--- src/rtl/lsu_pkg.sv ---
// Shared encodings for the load/store unit: access sizes and FSM states.
package lsu_pkg;
  localparam logic [1:0] SIZE_B = 2'b00;
  localparam logic [1:0] SIZE_H = 2'b01;
  localparam logic [1:0] SIZE_W = 2'b10;
  localparam logic [1:0] SIZE_X = 2'b11;

  typedef enum logic [1:0] {
    IDLE = 2'd0,
    RD   = 2'd1,
    WR   = 2'd2,
    RESP = 2'd3
  } state_e;
endpackage

--- src/rtl/lsu_align.sv ---
// Little-endian lane handling: load extract/extend and store lane merge.
module lsu_align
  import lsu_pkg::*;
(
  input  logic [31:0] word_i,
  input  logic [1:0]  lane_i,
  input  logic [1:0]  size_i,
  input  logic        sign_i,
  input  logic [31:0] wdata_i,
  output logic [31:0] ld_data_o,
  output logic [31:0] st_word_o
);
  logic [7:0]  byte_v;
  logic [15:0] half_v;

  always_comb begin
    byte_v = word_i[{lane_i, 3'b000} +: 8];
    half_v = lane_i[1] ? word_i[31:16] : word_i[15:0];
    ld_data_o = word_i;
    case (size_i)
      SIZE_B:  ld_data_o = {{24{sign_i & byte_v[7]}}, byte_v};
      SIZE_H:  ld_data_o = {{16{sign_i & half_v[15]}}, half_v};
      default: ld_data_o = word_i;
    endcase
  end

  // Store merge keeps the untouched lanes of the previously read word.
  always_comb begin
    st_word_o = word_i;
    case (size_i)
      SIZE_B: st_word_o[{lane_i, 3'b000} +: 8] = wdata_i[7:0];
      SIZE_H: begin
        if (lane_i[1]) st_word_o[31:16] = wdata_i[15:0];
        else           st_word_o[15:0]  = wdata_i[15:0];
      end
      default: st_word_o = wdata_i;
    endcase
  end
endmodule

--- src/rtl/load_store_unit.sv ---
// Byte-addressed load/store unit in front of a word-only data memory.
// Define LSU_MISALIGN_TRAP_EN to report misaligned half/word accesses as errors.
module load_store_unit
  import lsu_pkg::*;
#(
  parameter int MEM_WORDS = 32
) (
  input  logic        CLK,
  input  logic        rst,
  input  logic        req_valid,
  output logic        req_ready,
  input  logic        req_we,
  input  logic [1:0]  req_size,
  input  logic        req_sign,
  input  logic [31:0] req_addr,
  input  logic [31:0] req_wdata,
  output logic        rsp_valid,
  output logic        rsp_err,
  output logic [31:0] rsp_rdata,
  output logic        mem_WE,
  output logic [31:0] mem_A,
  output logic [31:0] mem_WD,
  input  logic [31:0] mem_RD
);
  state_e      state_q, state_d;
  logic        we_q, sign_q, err_q;
  logic [1:0]  size_q;
  logic [31:0] addr_q, wdata_q, data_q;
  logic        rsp_valid_q, rsp_err_q;
  logic [31:0] rsp_rdata_q;

  logic        accept;
  logic        req_err, misal_err;
  logic [31:0] addr_al;
  logic [31:0] ld_data, st_word;

  assign accept = req_valid && (state_q == IDLE);

`ifdef LSU_MISALIGN_TRAP_EN
  assign misal_err = ((req_size == SIZE_H) && req_addr[0]) ||
                     ((req_size == SIZE_W) && (req_addr[1:0] != 2'b00));
  assign addr_al   = req_addr;
`else
  // Without trapping, the low bits are simply forced to natural alignment.
  assign misal_err = 1'b0;
  always_comb begin
    addr_al = req_addr;
    if (req_size == SIZE_H) addr_al[0]   = 1'b0;
    if (req_size == SIZE_W) addr_al[1:0] = 2'b00;
  end
`endif

  assign req_err = (req_size == SIZE_X) ||
                   (req_addr[31:2] >= 30'(MEM_WORDS)) ||
                   misal_err;

  always_comb begin
    state_d = state_q;
    case (state_q)
      IDLE: begin
        if (accept) begin
          if (req_err)                           state_d = RESP;
          else if (req_we && req_size == SIZE_W) state_d = WR;
          else                                   state_d = RD;
        end
      end
      RD:      state_d = we_q ? WR : RESP;
      WR:      state_d = RESP;
      RESP:    state_d = IDLE;
      default: state_d = IDLE;
    endcase
  end

  always_ff @(posedge CLK or negedge rst) begin
    if (!rst) state_q <= IDLE;
    else      state_q <= state_d;
  end

  always_ff @(posedge CLK or negedge rst) begin
    if (!rst) begin
      we_q    <= 1'b0;
      size_q  <= SIZE_B;
      sign_q  <= 1'b0;
      addr_q  <= '0;
      wdata_q <= '0;
      err_q   <= 1'b0;
      data_q  <= '0;
    end else begin
      if (accept) begin
        we_q    <= req_we;
        size_q  <= req_size;
        sign_q  <= req_sign;
        addr_q  <= addr_al;
        wdata_q <= req_wdata;
        err_q   <= req_err;
      end
      if (state_q == RD) data_q <= mem_RD;
    end
  end

  // Response is registered on the way out of RESP, giving a one-cycle pulse.
  always_ff @(posedge CLK or negedge rst) begin
    if (!rst) begin
      rsp_valid_q <= 1'b0;
      rsp_err_q   <= 1'b0;
      rsp_rdata_q <= '0;
    end else begin
      rsp_valid_q <= (state_q == RESP);
      rsp_err_q   <= (state_q == RESP) && err_q;
      rsp_rdata_q <= ((state_q == RESP) && !we_q && !err_q) ? ld_data : 32'h0;
    end
  end

  lsu_align u_align (
    .word_i    (data_q),
    .lane_i    (addr_q[1:0]),
    .size_i    (size_q),
    .sign_i    (sign_q),
    .wdata_i   (wdata_q),
    .ld_data_o (ld_data),
    .st_word_o (st_word)
  );

  assign req_ready = (state_q == IDLE);
  assign rsp_valid = rsp_valid_q;
  assign rsp_err   = rsp_err_q;
  assign rsp_rdata = rsp_rdata_q;
  assign mem_WE    = (state_q == WR);
  assign mem_A     = {2'b00, addr_q[31:2]};
  assign mem_WD    = (state_q == WR) ? st_word : 32'h0;
endmodule

--- config.mk ---
export PLATFORM = sky130hd
export DESIGN_NAME = load_store_unit
export DESIGN_NICKNAME = d
export VERILOG_FILES = /design/src/rtl/lsu_pkg.sv /design/src/rtl/lsu_align.sv /design/src/rtl/load_store_unit.sv
export SDC_FILE = /design/constraint.sdc
export NUM_CORES = 1
export LEC_CHECK = 0
export ABC_AREA = 1
export BUFFER_PORTS_ARGS = -buffer_cell sky130_fd_sc_hd__buf_4
export CORE_MARGIN = 10
export CORE_UTILIZATION = 48
export CTS_BUF_LIST = sky130_fd_sc_hd__clkbuf_16
export CTS_CLUSTER_SIZE = 14
export DETAILED_ROUTE_END_ITERATION = 6
export GPL_TIMING_DRIVEN = 0
export PLACE_DENSITY = 0.84
export SETUP_SLACK_MARGIN = 0.4
export SLEW_MARGIN = 20
export SYNTH_ARGS = -nofsm -noshare
export SYNTH_HDL_FRONTEND = slang
export SYNTH_SLANG_ARGS = --single-unit
--- constraint.sdc ---
create_clock -name CLK -period 2.1 [get_ports CLK]
set_input_delay 0.21 -clock CLK [delete_from_list [all_inputs] [get_ports CLK]]
set_output_delay 0.21 -clock CLK [all_outputs]
set_load 0.01 [all_outputs]
After elaboration in Yosys (flattened, before gate mapping)
Cells that the tools add are included.
{ "word_totals": {"regBits": 137, "out_inout_bits": 100, "in_bits": 103} }
{ "classes": {"n_bitwise": 2, "shift": 3, "eq_ne": 8, "n_reduce_logical": 10, "n_lt_le_gt_ge": 1, "n_addsub": 1, "mux": 15} }
{ "op_table": {"columns": ["op", "count"], "rows": [
  ["one-hot mux 32 bit (2 select lines)", 2],
  ["2-to-1 mux 32 bit", 2],
  ["2-to-1 mux 16 bit", 3],
  ["bitwise mux 32 bit", 1],
  ["variable shift 8 x 7 -> 32 bit (first input constant)", 1],
  ["indexed part select 32 x 6 -> 8 bit", 1],
  ["indexed part select 8 x 7 -> 32 bit", 1],
  ["greater-or-equal comparator 30 x 6 -> 1 bit (second input constant)", 1],
  ["equality test 2 bit (second input constant)", 4],
  ["2-to-1 mux 2 bit", 4],
  ["one-hot mux 2 bit (4 select lines)", 1],
  ["negation 5 -> 7 bit", 1],
  ["equality test 2 x 1 -> 1 bit (second input constant)", 3],
  ["logical AND 1 bit", 5],
  ["logical NOT 2 bit", 2],
  ["AND 1 bit", 2],
  ["logical NOT 1 bit", 2],
  ["2-to-1 mux 1 bit", 2],
  ["inequality test 2 x 1 -> 1 bit (second input constant)", 1],
  ["logical OR 1 bit", 1]
]} }

Longest topological paths before layout
Gate-level depths: netlist of run 1.
{ "logic_depth": {"ltp_word": 6, "ltp_mapped": 13, "mapped_depth_nobuf": 11} }

Modules after synthesis
Synthesis of run 1 repeated with hierarchy kept, for this count alone.
{ "unflattened": {"hier_cells": 1084, "hier_area_um2": 7931.4} }
{ "by_module_without_submodules": {"columns": ["module", "n_inst", "area_per_inst_um2", "cells_each", "seq_area_each_um2"], "rows": [
  ["load_store_unit", 1, 5770.5, 615, 3428.3],
  ["lsu_align", 1, 2160.8, 469, 0.0]
]} }

Worst setup path before layout of run 1
No wires, ideal clock.
{ "synth_timing": {"path_type": "reg-to-output", "start": "register addr_q[1]", "end": "output mem_WD[15]", "slack_ps": -55, "n_path_buf": 3, "stages_incl_launch_ff": 13, "t_required_ps": 1890, "arrival_ps": 1945, "cell_sequence": "dfrtp_1 > buf_4 > inv_6 > clkbuf_1 > ha_1 > inv_1 > nand2_1 > clkbuf_1 > o21ai_0 > nand2_1 > o211ai_1 > nand2_1 > inv_1"} }
{ "synth_between": {"elab_chain_len": 5} }
{ "synth_lines": {"columns": ["item", "line", "source"], "rows": [
  ["start: declaration", "load_store_unit.sv:28", "logic [31:0] addr_q, wdata_q, data_q;"],
  ["start signal: assignment", "load_store_unit.sv:93", "addr_q <= addr_al;"],
  ["negation 5 -> 7 bit", "lsu_align.sv:31", "SIZE_B: st_word_o[{lane_i, 3'b000} +: 8] = wdata_i[7:0];"],
  ["indexed part select 8 x 7 -> 32 bit or variable shift 8 x 7 -> 32 bit (tied branches)", "lsu_align.sv:31", null],
  ["bitwise mux 32 bit", "lsu_align.sv:31", null],
  ["one-hot mux 32 bit (2 select lines) *", "lsu_align.sv:30", "case (size_i)"],
  ["2-to-1 mux 32 bit *", "load_store_unit.sv:130", "assign mem_WD = (state_q == WR) ? st_word : 32'h0;"],
  ["end: declaration", "load_store_unit.sv:22", "output logic [31:0] mem_WD,"]
]} }
Mark *: on every way between the ends. The rest lies on a longest branch, timed or not.

Worst setup path in the final report of run 1
{ "layout_timing": {"start": "register addr_q[1]", "end": "output mem_WD[12]"} }
Same word-level chain as after synthesis.

==> results by group, run 1 <==
Status
  – Violated checks: setup timing
  – Status: finished with violations

Critical path
  – Delay-heaviest family, CP: buffers and inverters
  – Crit-path max cell delay: ~360 ps
  – Crit path buf inv count: 5
  – Worst-path fanout max: 5
  – Slowest cell on the critical path: dfrtp_1
  – WS Path Type: register to output port
  – Worst setup SP type: register
  – Critical path data required time: 1890 ps
  – WP data arrival: ~2200 ps
  – Crit end category: output port
  – Cell Chain, Critical Path: buf_6 -> inv_8 -> clkbuf_16 -> ha_4 -> nand2_4 -> buf_8 -> o21ai_2 -> o211ai_1 -> a31oi_1 -> buf_4

Layout
  – Share of layout cells above drive strength 1: approximately a third
  – Final nets: 1,336
  – Antenna cell count: 0
  – Syn-to-layout area delta: 46.6%
  – Finished Cell Area: ~0.011 mm2
  – Fillers: 1,120

Global route
  – Initial antenna violation count: 0
  – Largest net degree at the start of global routing: slightly above 90
  – GRT overflow: 0
  – First-pass GRT wire length: ~42 mm
  – All-layer global routing usage: 26.3%
  – Vias in the first global route: between 7k and 8k

Floorplan
  – Die Y: 143 um
  – Initial core utilization: 49.4%
  – Die X: roughly 140 um
  – Die Area: 0.0204 mm2
  – Num rows: 44
  – Core area: 0.0147 mm2
  – Top-Level Pins: slightly above 200

Synthesis
  – Main synth FF type: dfrtp_1
  – Synth top cells by count: 257 x nand2_1, 137 x dfrtp_1, 120 x o21ai_0
  – Synth Cell Area: slightly above 0.007 mm2
  – Syn Inst Count: between 900 and 1k
  – Top post-synthesis cells by area: dfrtp_1 47%, nand2_1 13%, o21ai_0 8.3%, a21oi_1 7.2%, inv_1 4.1%
  – Synth area leader: dfrtp_1
  – Synthesized flop and latch total: about 140
  – Dominant cell by count in the synthesized netlist: nand2_1
  – Synth cell types: 35
  – Seq/Total Area, Yosys: a little under half
  – Syn_area_per_cell: 7.71 um2
  – Post-synth EDFFs: 0
  – Synth warn: 0
  – FFs w/ async S/R, synth: 100%
  – Area fraction of the dominant cell type after synthesis: about 47%

Route
  – Vias: 7,679
  – DR pass1 iterations: 5
  – Vias per cell: around 5.4
  – Routed WL: about 27 mm
  – Post-route ant nets: 0
  – Drt first-iter violations: 808
  – WL/cell: 19.3 um
  – DRC violations left: 0

STA
  – Clock Skews: between 8 and 9 ps
  – Min Tclk post-route: around 2400 ps
  – Worst slew margin: around two thirds
  – RSZ-0062 raised after global routing: yes
  – Max-slew violations: 0
  – Period utilization: 116%
  – F_max: 0.410 GHz
  – Post-route worst setup slack: -341 ps
  – # setup viols final: 32
  – Final hold viol count: 0
  – Least-Margin Pin Slew: approximately 510 ps
  – Final hold slack: between 5 and 6 ps

Clock tree
  – CTS buffer count: 17
  – CTS tree: done
  – Clock Latency Late Sink: 430 ps
  – Clk slew on worst S/H paths: around 60 ps
  – Root buf cell: clkbuf_16
  – CTS Sinks: roughly 140
  – CTS H-Tree Depth: 4
  – Clock buffer depth: 2

Placement
  – Post-DP Area: a little over 0.009 mm2
  – HPWL Detailed: 19.9 mm
  – Routability Congestion: just under 1
  – Port Buf Inserts: 200

Hold path
  – Min-delay worst type: input pin to register

Power and ir drop
  – Leak: between 5 and 6 nW
  – PwrDens: around 1600 mW/mm2
  – Peak supply drop: 0.000788 V

Flow run
  – Max_cap viols: 0
-- worst paths after layout --
check                                             start                      end  slack [ps]  cells past startpoint
worst max-delay path              addr_q[1]$_DFFE_PN0P_               mem_WD[12]        -340                     10
worst min-delay path                         mem_RD[26]   data_q[26]$_DFFE_PN0N_           6                      3
worst max register to register    addr_q[1]$_DFFE_PN0P_  rsp_rdata[28]$_DFF_PN0_         400                     10
worst min register to register  wdata_q[25]$_DFFE_PN0P_  wdata_q[25]$_DFFE_PN0P_         480                      2
max in group asynchronous                           rst   data_q[20]$_DFFE_PN0N_        1050                      3
min in group asynchronous                           rst   addr_q[21]$_DFFE_PN0P_         270                      2
-- area by class of cell --
cell class	count	area (um2)	area share, %
Sequential cell	137	3430	32.3
Multi-Input combinational cell	633	3320	31.2
Timing Repair Buffer	263	2130	20.0
Buffer	86	599	5.63
Clock buffer	17	425	4.00
Inverter	86	345	3.25
Tap cell	184	230	2.16
Clock inverter	13	158	1.48
-- flip-flops by register name (all words and copies together), names as in the netlist, 2 cells and up --
name,count
wdata_q,32
rsp_rdata,32
addr_q,32
size_q,2
data_q,32
state_q,2
-- tightest hold or removal path: cells and delay by family --
family,cells,cell delay (ps)
compound gates,1,60
buf+inv,1,90
simple gates,1,40
-- repair_timing --
action	CTS	global route
hold endpoints to repair	92	0
hold buffers	47	0
pin swaps	14	15
gates cloned	1	0
buffers inserted	6	8
setup endpoints to repair	126	135
gates resized for setup	69	57
-- logic make-up (layout without fill, tap and decap cells) --
group | Yosys count | count (layout) | synth area share (%)
AO/OA/AOI/OAI | 271 | 271 | 19.6
adder cells (fa/ha/maj) | 9 | 9 | 1.55
flip-flops | 137 | 137 | 47.2
AND/OR/NAND/NOR | 351 | 351 | 20.3
other | 1 | 2 | 0.0517
buffers and inverters | 172 | 465 | 11.3
-- layer usage --
layer / share of wire [%] / up-vias / track usage (%)
li1: - / 3589 / -
met5: 0 / - / 0
met4: 2.7 / 0 / 8.52
met1: 41 / 3614 / 34.1
met2: 48 / 421 / 42.8
met3: 9.1 / 55 / 5.87
-- placed cells by master (no fill, tap or decap), types with 4 or more instances in the layout --
cell           count
dlygate4sd3_1     47
buf_2             11
o21ai_2           14
o211a_1            5
dfrtp_1          135
nor2_1            43
nor2_4             4
nand4_1            5
nand2_2            4
nor3_1             4
inv_2             10
clkbuf_2          11
nor2_2            10
buf_4            246
inv_1             73
clkbuf_4           6
clkbuf_16         18
o21ai_0           97
buf_6             10
nand2_1          253
a31oi_1            8
ha_4               4
clkbuf_1          11
a21oi_2           18
o21ai_1           31
a21oi_1           86
nand3_1           13
-- power breakdown --
part	leakage [nW]	internal (mW)	switching, mW
sequential	1.75	3.72	0.889
clock	0.288	1.85	1.15
combinational	3.36	3.64	5.46
total	5.40	9.21	7.50
-- stage by stage --
step                      utilization [%]  setup slack, ps  std cells  setup TNS (ps)  total power, mW
final                                72.4             -341       1419           -7720             16.7
after CTS                            71.1             -295       1411           -7230             16.1
after detailed placement             62.3             -123       1327           -1260             12.5
after floorplan                         -              262        942               0             9.38
after global routing                 72.4             -398       1419          -10360             17.7
after global placement               62.1             -134       1326           -1580             12.3
No activity file was read; power rests on OpenSTA's default activity.
==> run 2: changes to the inputs <==
- ABC_AREA: 1 -> not set
- CORE_ASPECT_RATIO: not set -> 1.75
- CORE_UTILIZATION: 48 -> 47
- PLACE_DENSITY: 0.84 -> 0.83
==> run 2 against run 1 <==
  * The run still ends with setup timing left
  * Worst setup slack got worse by 230 ps
  * Area after synthesis decreased by 2.7%
  * Core utilization shrank 2.5 points
  * Register-to-register slack worse by 230 ps
  * First-iteration DRC count shrank 37%
  * Final cell count decreased by 26%
  * Combinational power down 3.0%
  * Wire length shrank 8.7%
  * Global-route usage down 3.5 points
  * Sequential cell count is the same
==> results by group, run 2 <==
Floorplan
  – Core area: 0.0148 mm2 (was 0.0147 mm2)
  – Top-Level Pins: 203 (unchanged)
  – Die Area: 0.0205 mm2 (was 0.0204 mm2)
  – Num rows: 59 (was 44)
  – Die Y: 182 um (was 143 um)
  – Initial core utilization: 47.6% (was 49.4%)
  – Die X: 113 um (was 143 um)

Power and ir drop
  – Int Pwr: 10.0 mW (was 9.21 mW)
  – Leak: 4.75 nW (was 5.40 nW)
  – Clock Power Share: 17.1% (was 18.0%)
  – Sequential share of power: 30.8% (was 27.6%)
  – Tot Pwr: 16.9 mW (was 16.7 mW)
  – P_sw: 6.90 mW (was 7.50 mW)
  – Sw frac: 40.8% (was 44.9%)
  – Comb pwr share: 52.1% (was 54.5%)
  – PwrDens: 1630 mW/mm2 (was 1570 mW/mm2)
  – Peak supply drop: 0.000847 V (was 0.000788 V)

Global route
  – Initial antenna violation count: 0 (unchanged)
  – Vias in the first global route: 6,528 (was 7,665)
  – Largest net degree at the start of global routing: 70 (was 92)
  – GRT overflow: 0 (unchanged)
  – First-pass GRT wire length: 36.6 mm (was 41.9 mm)
  – All-layer global routing usage: 22.8% (was 26.3%)

STA
  – Final hold slack: 16.9 ps (was 5.55 ps)
  – Final hold viol count: 0 (unchanged)
  – Max-slew violations: 0 (unchanged)
  – # setup viols final: 32 (unchanged)
  – Worst slew margin: 65.5% (was 65.7%)
  – Period utilization: 127% (was 116%)
  – F_max: 0.375 GHz (was 0.410 GHz)
  – Least-Margin Pin Slew: 518 ps (was 514 ps)
  – RSZ-0062 raised after global routing: yes (unchanged)
  – Post-route worst setup slack: -566 ps (was -341 ps)
  – Min Tclk post-route: 2670 ps (was 2440 ps)
  – Clock Skews: 9.53 ps (was 8.74 ps)

Placement
  – Post-DP Area: 0.00894 mm2 (was 0.00916 mm2)
  – Port Buf Inserts: 200 (unchanged)
  – Place WS: -385 ps (was -123 ps)
  – HPWL Detailed: 17.7 mm (was 19.9 mm)
  – Routability Congestion: 0.962 (was 0.984)

Clock tree
  – Clock buffer depth: 2 (unchanged)
  – Root buf cell: clkbuf_16 (unchanged)
  – CTS Sinks: 137 (unchanged)
  – CTS tree: done (unchanged)
  – CTS H-Tree Depth: 4 (unchanged)
  – Clock Latency Late Sink: 420 ps (was 430 ps)
  – Clk slew on worst S/H paths: 60 ps (about the same)
  – CTS buffer count: 17 (unchanged)

Critical path
  – Crit end category: output port (unchanged)
  – Critical path data required time: 1890 ps (about the same)
  – Reg2Reg Launch Point: addr_q[0]$_DFFE_PN0P_ (was addr_q[1]$_DFFE_PN0P_)
  – WP data arrival: 2460 ps (was 2230 ps)
  – Worst setup SP type: register (unchanged)
  – Worst-path fanout max: 8 (was 5)
  – WS Path Type: register to output port (unchanged)
  – CP Launch Point: addr_q[0]$_DFFE_PN0P_ (was addr_q[1]$_DFFE_PN0P_)

Synthesis
  – FFs w/ async S/R, synth: 100% (unchanged)
  – Main synth FF type: dfrtp_1 (unchanged)
  – Synth warn: 0 (unchanged)
  – Synth Cell Area: 0.00706 mm2 (was 0.00726 mm2)
  – Synth cell types: 52 (was 35)
  – Seq/Total Area, Yosys: 48.5% (was 47.2%)
  – Synth area leader: dfrtp_1 (unchanged)
  – Post-synth EDFFs: 0 (unchanged)
  – Dominant cell by count in the synthesized netlist: dfrtp_1 (was nand2_1)
  – Syn Inst Count: 602 (was 941)
  – Synthesized flop and latch total: 137 (unchanged)
  – Area fraction of the dominant cell type after synthesis: 48.5% (was 47.2%)
  – Syn_area_per_cell: 11.7 um2 (was 7.71 um2)
  – Top post-synthesis cells by area: dfrtp_1 49%, mux2_2 17%, buf_4 4.0%, a22oi_1 2.7%, nand2_1 2.3% (was dfrtp_1 47%, nand2_1 13%, o21ai_0 8.3%, a21oi_1 7.2%, inv_1 4.1%)
  – Synth top cells by count: 137 x dfrtp_1, 105 x mux2_2, 44 x nand2_1 (was 257 x nand2_1, 137 x dfrtp_1, 120 x o21ai_0)

Layout
  – Final nets: 966 (was 1,336)
  – Syn-to-layout area delta: 46.7% (was 46.6%)
  – Finished Cell Area: 0.0104 mm2 (was 0.0106 mm2)
  – Share of layout cells above drive strength 1: 60.7% (was 33.4%)
  – Most common cell after layout, fill and taps aside: buf_4 (was nand2_1)
  – Most frequent cells in the layout: 250 x buf_4, 135 x dfrtp_1, 105 x mux2_2, 27 x nand2_1, 22 x nor2_1 (was 253 x nand2_1, 246 x buf_4, 135 x dfrtp_1, 97 x o21ai_0, 86 x a21oi_1)
  – Fillers: 1,055 (was 1,120)
  – Antenna cell count: 0 (unchanged)

Route
  – Vias per cell: 5.97 (was 5.41)
  – Post-route ant nets: 0 (unchanged)
  – DRC violations left: 0 (unchanged)
  – DR pass1 iterations: 5 (unchanged)
  – Routed WL: 25.0 mm (was 27.4 mm)
  – Drt first-iter violations: 509 (was 808)
  – WL/cell: 23.8 um (was 19.3 um)
  – Vias: 6,265 (was 7,679)

Status
  – Status: finished with violations (unchanged)
  – Violated checks: setup timing (unchanged)

Flow run
  – Max_cap viols: 0 (unchanged)

Hold path
  – Hold path startpoint: req_wdata[29] (was mem_RD[26])
  – Min-delay worst type: input pin to register (unchanged)
run 2: cell type report:
class                      count  area [um2]  share of cell area [%]
buffer                        74         592                    5.71
clock buffer                  17         425                    4.11
clock inverter                15         144                    1.39
inverter                      10        46.3                   0.447
multi-input combinational    382        3640                    35.2
sequential                   137        3430                    33.1
tap                          183         229                    2.21
timing repair buffer         232        1850                    17.9
run 2: layer usage:
layer,track usage [%],routed length [um],up-vias,part of all wire (%)
met5,0,0,-,0
met4,15.5,1690,0,6.8
met3,7.26,2410,121,9.6
met2,40.7,13200,421,53
met1,21.5,7680,3028,31
li1,-,-,2695,-
run 2: final timing paths:
| check | endpoint | depth (start not counted) | slack [ps] |
|---|---|---|---|
| min reg2reg | addr_q[10]$_DFFE_PN0P_ | 1 | 510 |
| min | wdata_q[29]$_DFFE_PN0P_ | 2 | 20 |
| max | mem_WD[3] | 11 | -570 |
| max reg2reg | rsp_rdata[13]$_DFF_PN0_ | 8 | 170 |
| max in group asynchronous | addr_q[1]$_DFFE_PN0P_ | 3 | 1050 |
| min in group asynchronous | data_q[26]$_DFFE_PN0N_ | 2 | 330 |
run 2: cells by family after synthesis:
| kind of cell | after synthesis | synth area share [%] |
|---|---|---|
| buffers and inverters | 84 | 7.01 |
| flip-flops | 137 | 48.5 |
| multiplexers | 124 | 20.7 |
| adder cells (fa/ha/maj) | 9 | 1.59 |
| AND/OR/NAND/NOR | 126 | 8.98 |
| other | 1 | 0.0531 |
| AO/OA/AOI/OAI | 121 | 13.2 |
run 2: worst max-delay path: stages (launching register included):
cell and delay (ps):
dfrtp_1 370, buf_6 120, clkinvlp_4 160, ha_4 320, buf_4 140, buf_6 100
buf_6 110, nor3_4 150, buf_6 190, a221oi_2 80, nor2_1 150, buf_4 150
run 2: timing repair:
action                                 in CTS  in global routing
endpoints found under the hold margin      73                  0
setup endpoints to repair                 151                144
hold buffers                                6                  0
resized for setup                          72                 68
pin swaps                                  22                 34
buffers inserted                           16                  8
gates cloned                                1                  0
run 2: metrics by stage:
step | TNS, ps | util (%) | instances
2_1_floorplan | 0 | - | 603
3_3_place_gp | -6760 | 60.0 | 986
3_5_place_dp | -8260 | 60.3 | 987
4_1_cts | -14910 | 67.4 | 1042
5_1_grt | -18840 | 69.8 | 1050
6_report | -16060 | 69.8 | 1050
run 2: power groups by stage:
stage               registers (mW)  logic, mW  clock network [mW]
global route                  5.28       9.41                3.04
global placement              5.01       7.11                   0
CTS                           5.04       8.06                2.93
floorplan                     4.40       5.07                   0
detailed placement            5.05       7.26                   0
finish                        5.21       8.83                2.89
